[config.mk]
export PLATFORM = sky130hd
export DESIGN_NAME = i2c_reg_bank
export DESIGN_NICKNAME = d
export VERILOG_FILES = /design/src/rtl/i2c_reg_bank.sv
export SDC_FILE = /design/constraint.sdc
export NUM_CORES = 1
export LEC_CHECK = 0
export CORE_MARGIN = 4
export CORE_UTILIZATION = 30
export CTS_BUF_LIST = sky130_fd_sc_hd__clkbuf_4 sky130_fd_sc_hd__clkbuf_8
export CTS_CLUSTER_SIZE = 25
export DETAILED_ROUTE_END_ITERATION = 8
export PLACE_DENSITY = 0.6
export SLEW_MARGIN = 10
export SYNTH_ARGS = -nofsm -noshare
export SYNTH_HDL_FRONTEND = slang
export SYNTH_SLANG_ARGS = --single-unit
export TNS_END_PERCENT = 5
[constraint.sdc]
create_clock -name clk -period 3.11 [get_ports clk]
set_clock_uncertainty 0.15 [all_clocks]
set_input_delay 0.622 -clock clk [delete_from_list [all_inputs] [get_ports clk]]
set_output_delay 0.622 -clock clk [all_outputs]
set_load 0.01 [all_outputs]
[src/rtl/i2c_reg_bank.sv]
// i2c_reg_bank: application-side register bank for the I2C peripheral.
// Holds CFG0..CFG7, an ID constant, a synchronised status input, W1C
// interrupt flags with a mask, and a saturating write counter.
module i2c_reg_bank #(
  parameter logic [7:0]  ID_VALUE  = 8'hA5,
  parameter logic [63:0] CFG_RESET = 64'h0
) (
  input  logic        clk,
  input  logic        rst_n,
  input  logic [7:0]  addr,
  input  logic [7:0]  wdata,
  input  logic        we,
  output logic [7:0]  rdata,
  output logic [7:0]  status_o,
  input  logic [7:0]  status_i,
  input  logic [7:0]  event_i,
  output logic [63:0] cfg_o,
  output logic        irq_o
);

  localparam logic [7:0] ADDR_STATUS = 8'h08;
  localparam logic [7:0] ADDR_FLAGS  = 8'h09;
  localparam logic [7:0] ADDR_MASK   = 8'h0A;
  localparam logic [7:0] ADDR_WRCNT  = 8'h0B;
  localparam logic [7:0] ADDR_ID     = 8'h0C;

  logic [63:0] cfg_q, cfg_d;
  logic [7:0]  flags_q, flags_d;
  logic [7:0]  mask_q, mask_d;
  logic [7:0]  wrcnt_q, wrcnt_d;
  logic [7:0]  rdata_q, rdata_d;
  logic        irq_q, irq_d;
  logic [7:0]  stat_meta_q, stat_sync_q;
  logic [7:0]  event_q;
  logic [7:0]  set_vec, clr_vec;

  // Edge detect on events and W1C clear vector from the write path
  always_comb begin
    set_vec = event_i & ~event_q;
    clr_vec = (we && addr == ADDR_FLAGS) ? wdata : '0;
  end

  // Next-state for writable registers, flags and the write counter
  always_comb begin
    cfg_d   = cfg_q;
    mask_d  = mask_q;
    wrcnt_d = wrcnt_q;
    // Set is applied after clear so a same-cycle rise keeps the flag.
    flags_d = (flags_q & ~clr_vec) | set_vec;
    if (we) begin
      if (addr < 8'h08) begin
        cfg_d[{addr[2:0], 3'b000} +: 8] = wdata;
      end
      if (addr == ADDR_MASK) begin
        mask_d = wdata;
      end
      if (addr == ADDR_WRCNT) begin
        wrcnt_d = '0;
      end else if (wrcnt_q != '1) begin
        wrcnt_d = wrcnt_q + 8'd1;
      end
    end
  end

  // Read mux on pre-write register values
  always_comb begin
    rdata_d = '0;
    if (addr < 8'h08) begin
      rdata_d = cfg_q[{addr[2:0], 3'b000} +: 8];
    end else begin
      case (addr)
        ADDR_STATUS: rdata_d = stat_sync_q;
        ADDR_FLAGS:  rdata_d = flags_q;
        ADDR_MASK:   rdata_d = mask_q;
        ADDR_WRCNT:  rdata_d = wrcnt_q;
        ADDR_ID:     rdata_d = ID_VALUE;
        default:     rdata_d = '0;
      endcase
    end
  end

  // Interrupt from registered flags and mask, so it lags by one cycle
  always_comb begin
    irq_d = |(flags_q & mask_q);
  end

  // State registers with asynchronous active-low reset
  always_ff @(posedge clk or negedge rst_n) begin
    if (!rst_n) begin
      cfg_q       <= CFG_RESET;
      flags_q     <= '0;
      mask_q      <= '0;
      wrcnt_q     <= '0;
      rdata_q     <= '0;
      irq_q       <= 1'b0;
      stat_meta_q <= '0;
      stat_sync_q <= '0;
      event_q     <= '0;
    end else begin
      cfg_q       <= cfg_d;
      flags_q     <= flags_d;
      mask_q      <= mask_d;
      wrcnt_q     <= wrcnt_d;
      rdata_q     <= rdata_d;
      irq_q       <= irq_d;
      stat_meta_q <= status_i;
      stat_sync_q <= stat_meta_q;
      event_q     <= event_i;
    end
  end

  assign cfg_o    = cfg_q;
  assign rdata    = rdata_q;
  assign status_o = flags_q;
  assign irq_o    = irq_q;

endmodule

==> impl_metrics.json, run 1 <==
{
  "status": "completed",
  "fin_util_pct": 42.77,
  "drtPass1Iterations": 5,
  "start_kind": "input pin",
  "path_common_cell": "ha_1",
  "clock-sinks": 121,
  "grt_pass1_vias": 4352,
  "die-area_um2": 20350,
  "synthArstFlopShare_pct": 100.0,
  "die_h_um": 142.7,
  "crit_path_cell_trace": "clkdlybuf4s50_1 -> inv_1 -> ha_1 -> ha_1 -> buf_12 -> nor4b_4 -> buf_4 -> mux2_2",
  "die_x_um": 142.7,
  "synth-main-ff-cell": "dfrtp_1",
  "worstMarginPinSlew_ps": 803.3,
  "hp-class": "input pin to async pin",
  "max_freq_mhz": 382.4,
  "htreeDepth": 4,
  "antenna_found_initial": 0,
  "ctsResizeCount": 0,
  "critPathArrivalTime_ps": 2790,
  "cts_buffers": 17,
  "synthToLayoutAreaGrowth_pct": 37.86,
  "overflow": 0,
  "place.detailed.hpwl_mm": 12.41,
  "port-buffer-count": 115,
  "r2r_cells": 5,
  "p_per_area_nw_per_um2": 483.3,
  "crit_fanout": 8,
  "post-route-period-util_pct": 84.08,
  "ys_ff_latch": 121,
  "slew-limit-headroom_pct": 46.16,
  "nets": 603,
  "synth_area_um2": 5440,
  "grtUsageTotal_pct": 17.21,
  "drtIter0Drc": 293,
  "period_minus_slack_ps": 2615,
  "insertion_delay_ps": 440,
  "drtAntennaViolNets": 0,
  "place.gp.congestion": 0.8260,
  "yosysTopAreaCell": "dfrtp_1",
  "vdd_drop_max_v": 0.0002457,
  "critPathCaptureType": "flip-flop",
  "syn_nets": 451,
  "design.core.area_um2": 17540,
  "synth_top_area_share_pct": 55.66,
  "vias": 4140,
  "hold_viol": 0,
  "wl_per_cell_um": 21.17,
  "synth_edf_count": 0,
  "num_rows": 48,
  "start_util_pct": 31.02,
  "synth.most_common_cell": "dfrtp_1",
  "syn_avg_cell_area_um2": 13.27,
  "viasPerCell": 5.175,
  "cpPeakStageDelay_ps": 520,
  "yosysWarnings": 0,
  "drv_cap": 0,
  "clockBufferDepth": 2,
  "grt_first_pass_wirelength_mm": 26.31,
  "setup_viol": 0,
  "cp_slowest_cell": "clkdlybuf4s50_1",
  "remaining_drc_errors": 0,
  "finalWirelength_mm": 16.94,
  "crit_required_ps": 3290,
  "n_antenna_cell": 0,
  "grt_max_degree": 122,
  "synth_common_cells": "dfrtp_1 (121), mux2_2 (71), a22oi_1 (29)",
  "cts.root.buffer_cell": "clkbuf_8",
  "synth_cell_type_count": 44,
  "criticalPathCategory": "input pin to flip-flop",
  "drive_gt1_share_pct": 28.87,
  "path_clk_slew_ps": 70,
  "post_cts_buffers": 0,
  "num_io_pins": 116,
  "hold_buffers": 0,
  "power.total_uw": 3625,
  "rsz0062_at_grt": "false",
  "cts_tree": "built",
  "slew_viol_final": 0,
  "synthCells": 410,
  "leakagePower_uw": 0.003391,
  "ys_seq_area_share_pct": 55.66,
  "synth_area_leaders": "dfrtp_1 (56%), mux2_2 (15%), mux4_2 (6.6%)"
}
==> worst max-delay path, delay by kind of cell <==
family / cells / cell delay (ps)
mux: 1 / 360
simple gates: 1 / 250
fa+ha+maj: 2 / 530
buf+inv: 4 / 1010
==> cell usage in the layout (no fill, tap or decap), drive strengths merged, types with 2 or more instances in the layout <==
cell	netlist	routed
buf	7	35
mux4	16	16
nor4	7	7
ha	6	6
dfrtp	121	121
nor2	7	7
o31ai	3	3
o21ai	17	17
and2	8	8
clkdlybuf4s50	0	114
nor3b	2	2
bufinv	0	3
mux2	72	72
a22oi	29	29
inv	23	23
nor3	13	13
clkbuf	9	23
and3	4	4
nand4	6	6
clkinv	0	5
a21oi	8	8
nand2	28	28
nor4b	4	4
nand3	7	7
==> metal layers <==
layer / track usage, % / share of wire [%]
met5: 0 / 0
met4: 4.552 / 1.3
met3: 4.956 / 6.8
met2: 26.24 / 46
met1: 24.18 / 46
==> metrics by stage <==
| stage | TNS [ps] | worst slack (ps) | area [um^2] | hold WS, ps | std cells |
|---|---|---|---|---|---|
| 6_report | 0 | 495.1 | 7500 | 135.5 | 800 |
| 5_1_grt | 0 | 402.3 | 7500 | 177.2 | 800 |
| 4_1_cts | 0 | 461.3 | 7495 | 147.0 | 800 |
| 3_5_place_dp | -82.80 | -20.59 | 7087 | 184.7 | 768 |
| 3_3_place_gp | 0 | 27.21 | 7087 | 188.9 | 768 |
| 2_1_floorplan | 0 | 48.82 | 5449 | 176.4 | 410 |
==> where the power goes <==
part	leakage [uW]	total, uW	internal, uW	switching, uW
registers	0.00157	1740	1650	86.4
logic	0.00161	418	195	223
clock network	0.000215	1470	851	618
==> cell type report <==
| cell class | count | area, um^2 |
|---|---|---|
| Sequential cell | 121 | 3028 |
| Clock inverter | 9 | 122.6 |
| Multi-Input combinational cell | 250 | 2267 |
| Timing Repair Buffer | 149 | 1429 |
| Tap cell | 225 | 281.5 |
| Inverter | 23 | 86.33 |
| Clock buffer | 23 | 285.3 |
| Fill cell | 1650 | 10040 |
==> flip-flops by register name (all words and copies together), names as in the netlist <==
signal and cells:
stat_sync_q 8, status_o 8, cfg_o 64, stat_meta_q 8, rdata 8, irq_o 1
wrcnt_q 8, mask_q 8, event_q 8
==> cells by family after synthesis <==
group	synth area share, %
DFF	55.66
and+or+nand+nor	10.65
muxes	21.71
AOI/OAI and AO/OA	7.728
buffers and inverters	2.875
adders and majority gates	1.380
==> final timing paths <==
path / startpoint / to / slack [ps]
worst min-delay path: rst_n / status_o[6] / 140
worst max-delay path: addr[1] / cfg_o[44] / 500
worst min register to register: stat_meta_q[3] / stat_sync_q[3] / 200
min in group clk: stat_meta_q[3] / stat_sync_q[3] / 200
worst max register to register: wrcnt_q[0] / wrcnt_q[5] / 1350
max in group asynchronous: rst_n / cfg_o[26] / 2200
No activity file was read; power rests on OpenSTA's default activity.
==> run 2, diff against run 1 <==
clock period = 2.65 ns   (was 3.11 ns; I/O delays follow)
==> impl_metrics.json, run 2 (synthesized netlist as in run 1, its figures left out) <==
{
  "viasPerCell": 5.100,
  "die-area_um2": 20350,
  "dp_slack_ps": -404.5,
  "num_io_pins": 116,
  "drtPass1Iterations": 5,
  "leakagePower_uw": 0.003543,
  "drtIter0Drc": 389,
  "drive_gt1_share_pct": 32.01,
  "slew-limit-headroom_pct": 53.47,
  "hold_path_end": "stat_sync_q[7]",
  "layout_commonest_cell": "dfrtp_1",
  "drtAntennaViolNets": 0,
  "p_per_area_nw_per_um2": 557.5,
  "nets": 632,
  "max_freq_mhz": 388.4,
  "cts_buffers": 17,
  "hold_depth": 0,
  "timing.rr.end": "wrcnt_q[5]",
  "final_cell_mix": "dfrtp_1 (121), clkdlybuf4s50_1 (114), mux2_2 (71), buf_4 (59), a22oi_1 (29)",
  "crit_required_ps": 2830,
  "largest_register_ff_count": 64,
  "grt_max_degree": 46,
  "die_x_um": 142.7,
  "netSwitchingPower_uw": 1100,
  "cts_tree": "built",
  "path_clk_slew_ps": 60,
  "place.detailed.hpwl_mm": 13.42,
  "vdd_drop_max_v": 0.0002703,
  "hold_viol": 0,
  "period_minus_slack_ps": 2574,
  "hp-class": "flip-flop to flip-flop",
  "post_cts_buffers": 0,
  "grt_first_pass_wirelength_mm": 26.94,
  "num_rows": 48,
  "critPathCaptureType": "flip-flop",
  "synthToLayoutAreaGrowth_pct": 42.62,
  "min_from": "stat_meta_q[7]",
  "criticalPathCategory": "input pin to flip-flop",
  "cts.root.buffer_cell": "clkbuf_8",
  "rrSetupSlack_ps": 870,
  "critPathArrivalTime_ps": 2760,
  "start_kind": "input pin",
  "place.gp.congestion": 0.8345,
  "grt_pass1_vias": 4568,
  "p_int_uw": 3226,
  "seq_power_share_pct": 47.3,
  "swShare_pct": 25.42,
  "start_util_pct": 31.02,
  "n_antenna_cell": 0,
  "post-route-period-util_pct": 97.15,
  "finalWirelength_mm": 17.58,
  "clock-sinks": 121,
  "port-buffer-count": 115,
  "design.core.area_um2": 17540,
  "insertion_delay_ps": 450,
  "slew_viol_final": 0,
  "drv_cap": 0,
  "r2r_cells": 5,
  "die_h_um": 142.7,
  "setup_viol": 0,
  "crit_fanout": 8,
  "power_frac_comb_pct": 12.0,
  "vias": 4223,
  "worstMarginPinSlew_ps": 694.1,
  "antenna_found_initial": 0,
  "timing.final.ws_setup_ps": 75.55,
  "wl_per_cell_um": 21.23,
  "p_clk_share_pct": 40.7,
  "grtUsageTotal_pct": 17.70,
  "status": "completed",
  "htreeDepth": 4,
  "clockBufferDepth": 2,
  "worstReg2RegStart": "wrcnt_q[1]",
  "rsz0062_at_grt": "false",
  "whs_ps": 205.4,
  "overflow": 0,
  "remaining_drc_errors": 0,
  "crit_start": "addr[1]"
}
## run 2: final cells by class
cell class / count / area, um^2
inverters: 23 / 86.33
well taps: 225 / 281.5
clock buffers: 23 / 304.0
fillers: 1678 / 9778
clock inverters: 8 / 117.6
flip-flops and latches: 121 / 3028
repair buffers: 178 / 1674
multi-input cells: 250 / 2267
## run 2: power groups by stage
stage,sequential (uW),clock (uW),combinational (uW)
floorplan,2050,0,238
global placement,2070,0,501
detailed placement,2070,0,518
CTS,2040,1790,522
global route,2060,1870,570
finish,2050,1760,520
## run 2: worst max-delay path by stage
stage / endpoint / slack, ps / cells after the start
finish: cfg_o[51] / 80 / 8
global route: cfg_o[51] / 10 / 8
CTS: cfg_o[49] / 60 / 6
detailed placement: cfg_o[49] / -400 / 6
global placement: cfg_o[49] / -330 / 6
floorplan: cfg_o[32] / 2 / 10
## run 2: metal layers
metal / wire length, um / GRT usage [%] / part of all wire [%] / up-vias
met3: 927 / 4.220 / 5.3 / 25
met4: 371 / 6.303 / 2.1 / 0
met5: 0 / 0 / 0 / -
met2: 8764 / 29.25 / 50 / 156
met1: 7519 / 22.79 / 43 / 2163
li1: - / - / - / 1879
## run 2: critical path: stages
cell and delay [ps]:
clkdlybuf4s50_1 570, inv_1 90, ha_1 210, ha_1 340, buf_12 160, nor4b_4 250
buf_4 250, mux2_2 360
## run 2: metrics by stage
step | total power, uW | util (%) | cell area [um^2] | instances | setup TNS, ps
after global placement | 2572 | 41.75 | 7322 | 796 | -17610
after CTS | 4355 | 44.21 | 7754 | 828 | 0
after floorplan | 2288 | - | 5464 | 410 | 0
after global routing | 4497 | 44.24 | 7759 | 828 | 0
after detailed placement | 2592 | 41.75 | 7322 | 796 | -21300
final | 4326 | 44.24 | 7759 | 828 | 0
## run 2: timing repair
item                                    in CTS  in global routing
resized for setup                            0                  1
hold endpoints to repair                    20                  0
endpoints found under the setup margin       0                 17
hold buffers                                 1                  0
==> run 3, diff against run 2 <==
--- a/config.mk
+++ b/config.mk
@@ -8,9 +8,8 @@
 export CORE_MARGIN = 4
 export CORE_UTILIZATION = 30
-export CTS_BUF_LIST = sky130_fd_sc_hd__clkbuf_4 sky130_fd_sc_hd__clkbuf_8
+export CTS_BUF_LIST = sky130_fd_sc_hd__clkbuf_4 sky130_fd_sc_hd__clkbuf_8 sky130_fd_sc_hd__clkbuf_16
 export CTS_CLUSTER_SIZE = 25
 export DETAILED_ROUTE_END_ITERATION = 8
 export PLACE_DENSITY = 0.6
-export SLEW_MARGIN = 10
 export SYNTH_ARGS = -nofsm -noshare
 export SYNTH_HDL_FRONTEND = slang
==> constraint.sdc (replaced) <==
create_clock -name clk -period 2.65 [get_ports clk]
set_clock_uncertainty 0.15 [all_clocks]
set_input_delay 0.265 -clock clk [delete_from_list [all_inputs] [get_ports clk]]
set_output_delay 0.265 -clock clk [all_outputs]
set_load 0.01 [all_outputs]
==> impl_metrics.json, run 3 (synthesized netlist as in run 1, its figures left out) <==
{
  "drtIter0Drc": 333,
  "p_per_area_nw_per_um2": 631.5,
  "grt_max_degree": 47,
  "cts_tree": "built",
  "path_common_cell": "buf_4",
  "finalWirelength_mm": 17.26,
  "port-buffer-count": 115,
  "die-area_um2": 20350,
  "n_antenna_cell": 0,
  "multi_input_area_um2": 2262,
  "slew_viol_final": 0,
  "hold_depth": 1,
  "critPathArrivalTime_ps": 2420,
  "fillCellCount": 1612,
  "antenna_found_initial": 0,
  "remaining_drc_errors": 0,
  "ff_latch_area_um2": 3028,
  "crit_required_ps": 2800,
  "clockBufferDepth": 2,
  "htreeDepth": 4,
  "layout.cells.non_filler": 809,
  "viasPerCell": 5.168,
  "cpPeakStageDelay_ps": 940,
  "path_clk_slew_ps": 60,
  "r2r_cells": 4,
  "grtUsageTotal_pct": 17.72,
  "power.total_uw": 4920,
  "overflow": 0,
  "cp_slowest_cell": "nor3_1",
  "period_minus_slack_ps": 2272,
  "place.detailed.hpwl_mm": 13.00,
  "cts.root.buffer_cell": "clkbuf_16",
  "wl_per_cell_um": 21.33,
  "largest_register_ff_count": 64,
  "layout_commonest_cell": "dfrtp_1",
  "slew-limit-headroom_pct": 21.06,
  "stdcell_area_um2": 7790,
  "crit_path_cell_trace": "clkdlybuf4s50_1 -> buf_4 -> nor3_1 -> nor4b_4 -> buf_4 -> mux2_2",
  "die_x_um": 142.7,
  "worstMarginPinSlew_ps": 1175,
  "criticalPathCategory": "input pin to flip-flop",
  "num_rows": 48,
  "synthToLayoutAreaGrowth_pct": 43.19,
  "rsz0062_at_grt": "false",
  "post_cts_buffers": 0,
  "setup_viol": 0,
  "num_io_pins": 116,
  "critPathCaptureType": "flip-flop",
  "cts_buffers": 17,
  "final_cell_mix": "dfrtp_1 (121), clkdlybuf4s50_1 (114), mux2_2 (71), buf_4 (41), a22oi_1 (29)",
  "vdd_drop_max_v": 0.0004822,
  "hp-class": "input pin to flip-flop",
  "place.gp.congestion": 0.8798,
  "post-route-period-util_pct": 85.74,
  "die_h_um": 142.7,
  "nets": 613,
  "start_kind": "input pin",
  "ctsResizeCount": 0,
  "clock-sinks": 121,
  "dp_cells": 777,
  "drv_cap": 0,
  "insertion_delay_ps": 410,
  "status": "completed",
  "max_freq_mhz": 440.1,
  "crit_fanout": 6,
  "drtAntennaViolNets": 0,
  "leakagePower_uw": 0.003531,
  "vias": 4181,
  "design.core.area_um2": 17540,
  "start_util_pct": 31.02,
  "drive_gt1_share_pct": 29.62,
  "place_area_um2": 7167,
  "grt_pass1_vias": 4537,
  "drtPass1Iterations": 5,
  "grt_first_pass_wirelength_mm": 27.11,
  "hold_viol": 0
}
[run 3: cell type report]
cell class	count	share of cell area, %
Sequential cell	121	38.87
Tap cell	225	3.614
Inverter	23	1.108
Clock buffer	23	6.360
Multi-Input combinational cell	250	29.04
Clock inverter	8	1.510
Timing Repair Buffer	159	19.50
[run 3: power breakdown]
part / internal [uW] / leakage, uW / switching, uW / total (uW)
Combinational: 237 / 0.00166 / 260 / 497
Sequential: 1940 / 0.00157 / 102 / 2040
Clock: 1590 / 0.000306 / 793 / 2380
Total: 3760 / 0.00353 / 1160 / 4920
[run 3: worst paths after layout]
path	start	endpoint	slack, ps
setup / recovery	addr[0]	cfg_o[46]	380
hold / removal	status_i[2]	stat_meta_q[2]	140
setup reg to reg	wrcnt_q[0]	wrcnt_q[3]	850
hold reg to reg	stat_meta_q[6]	stat_sync_q[6]	200
max in group asynchronous	rst_n	stat_meta_q[6]	1360
min in group asynchronous	rst_n	stat_meta_q[0]	270
[run 3: stage by stage]
| stage | setup TNS, ps | util (%) | worst slack [ps] | hold WS (ps) |
|---|---|---|---|---|
| final | 0 | 44.42 | 377.8 | 138.2 |
| after CTS | 0 | 44.42 | 379.4 | 126.3 |
| after floorplan | 0 | - | 90.72 | -180.6 |
| after global routing | 0 | 44.42 | 261.1 | 133.2 |
| after global placement | 0 | 40.87 | 20.08 | 164.6 |
| after detailed placement | -499.6 | 40.87 | -40.71 | 171.1 |
[run 3: metal layers]
layer / up-vias / track usage [%] / share of wire, %
met2: 173 / 27.30 / 47
met3: 23 / 5.894 / 7.9
met5: - / 0 / 0
li1: 1849 / - / -
met1: 2136 / 24.06 / 43
met4: 0 / 4.902 / 1.7
[run 3: repair_timing]
item | 4_1_cts | 5_1_grt
setup endpoints to repair | 0 | 0
hold buffers | 1 | 0
endpoints found under the hold margin | 43 | 0
[run 3: critical path: cells and delay by family]
family                 cells  cell delay (ps)
buffers and inverters      3              830
muxes                      1              280
and+or+nand+nor            2             1040
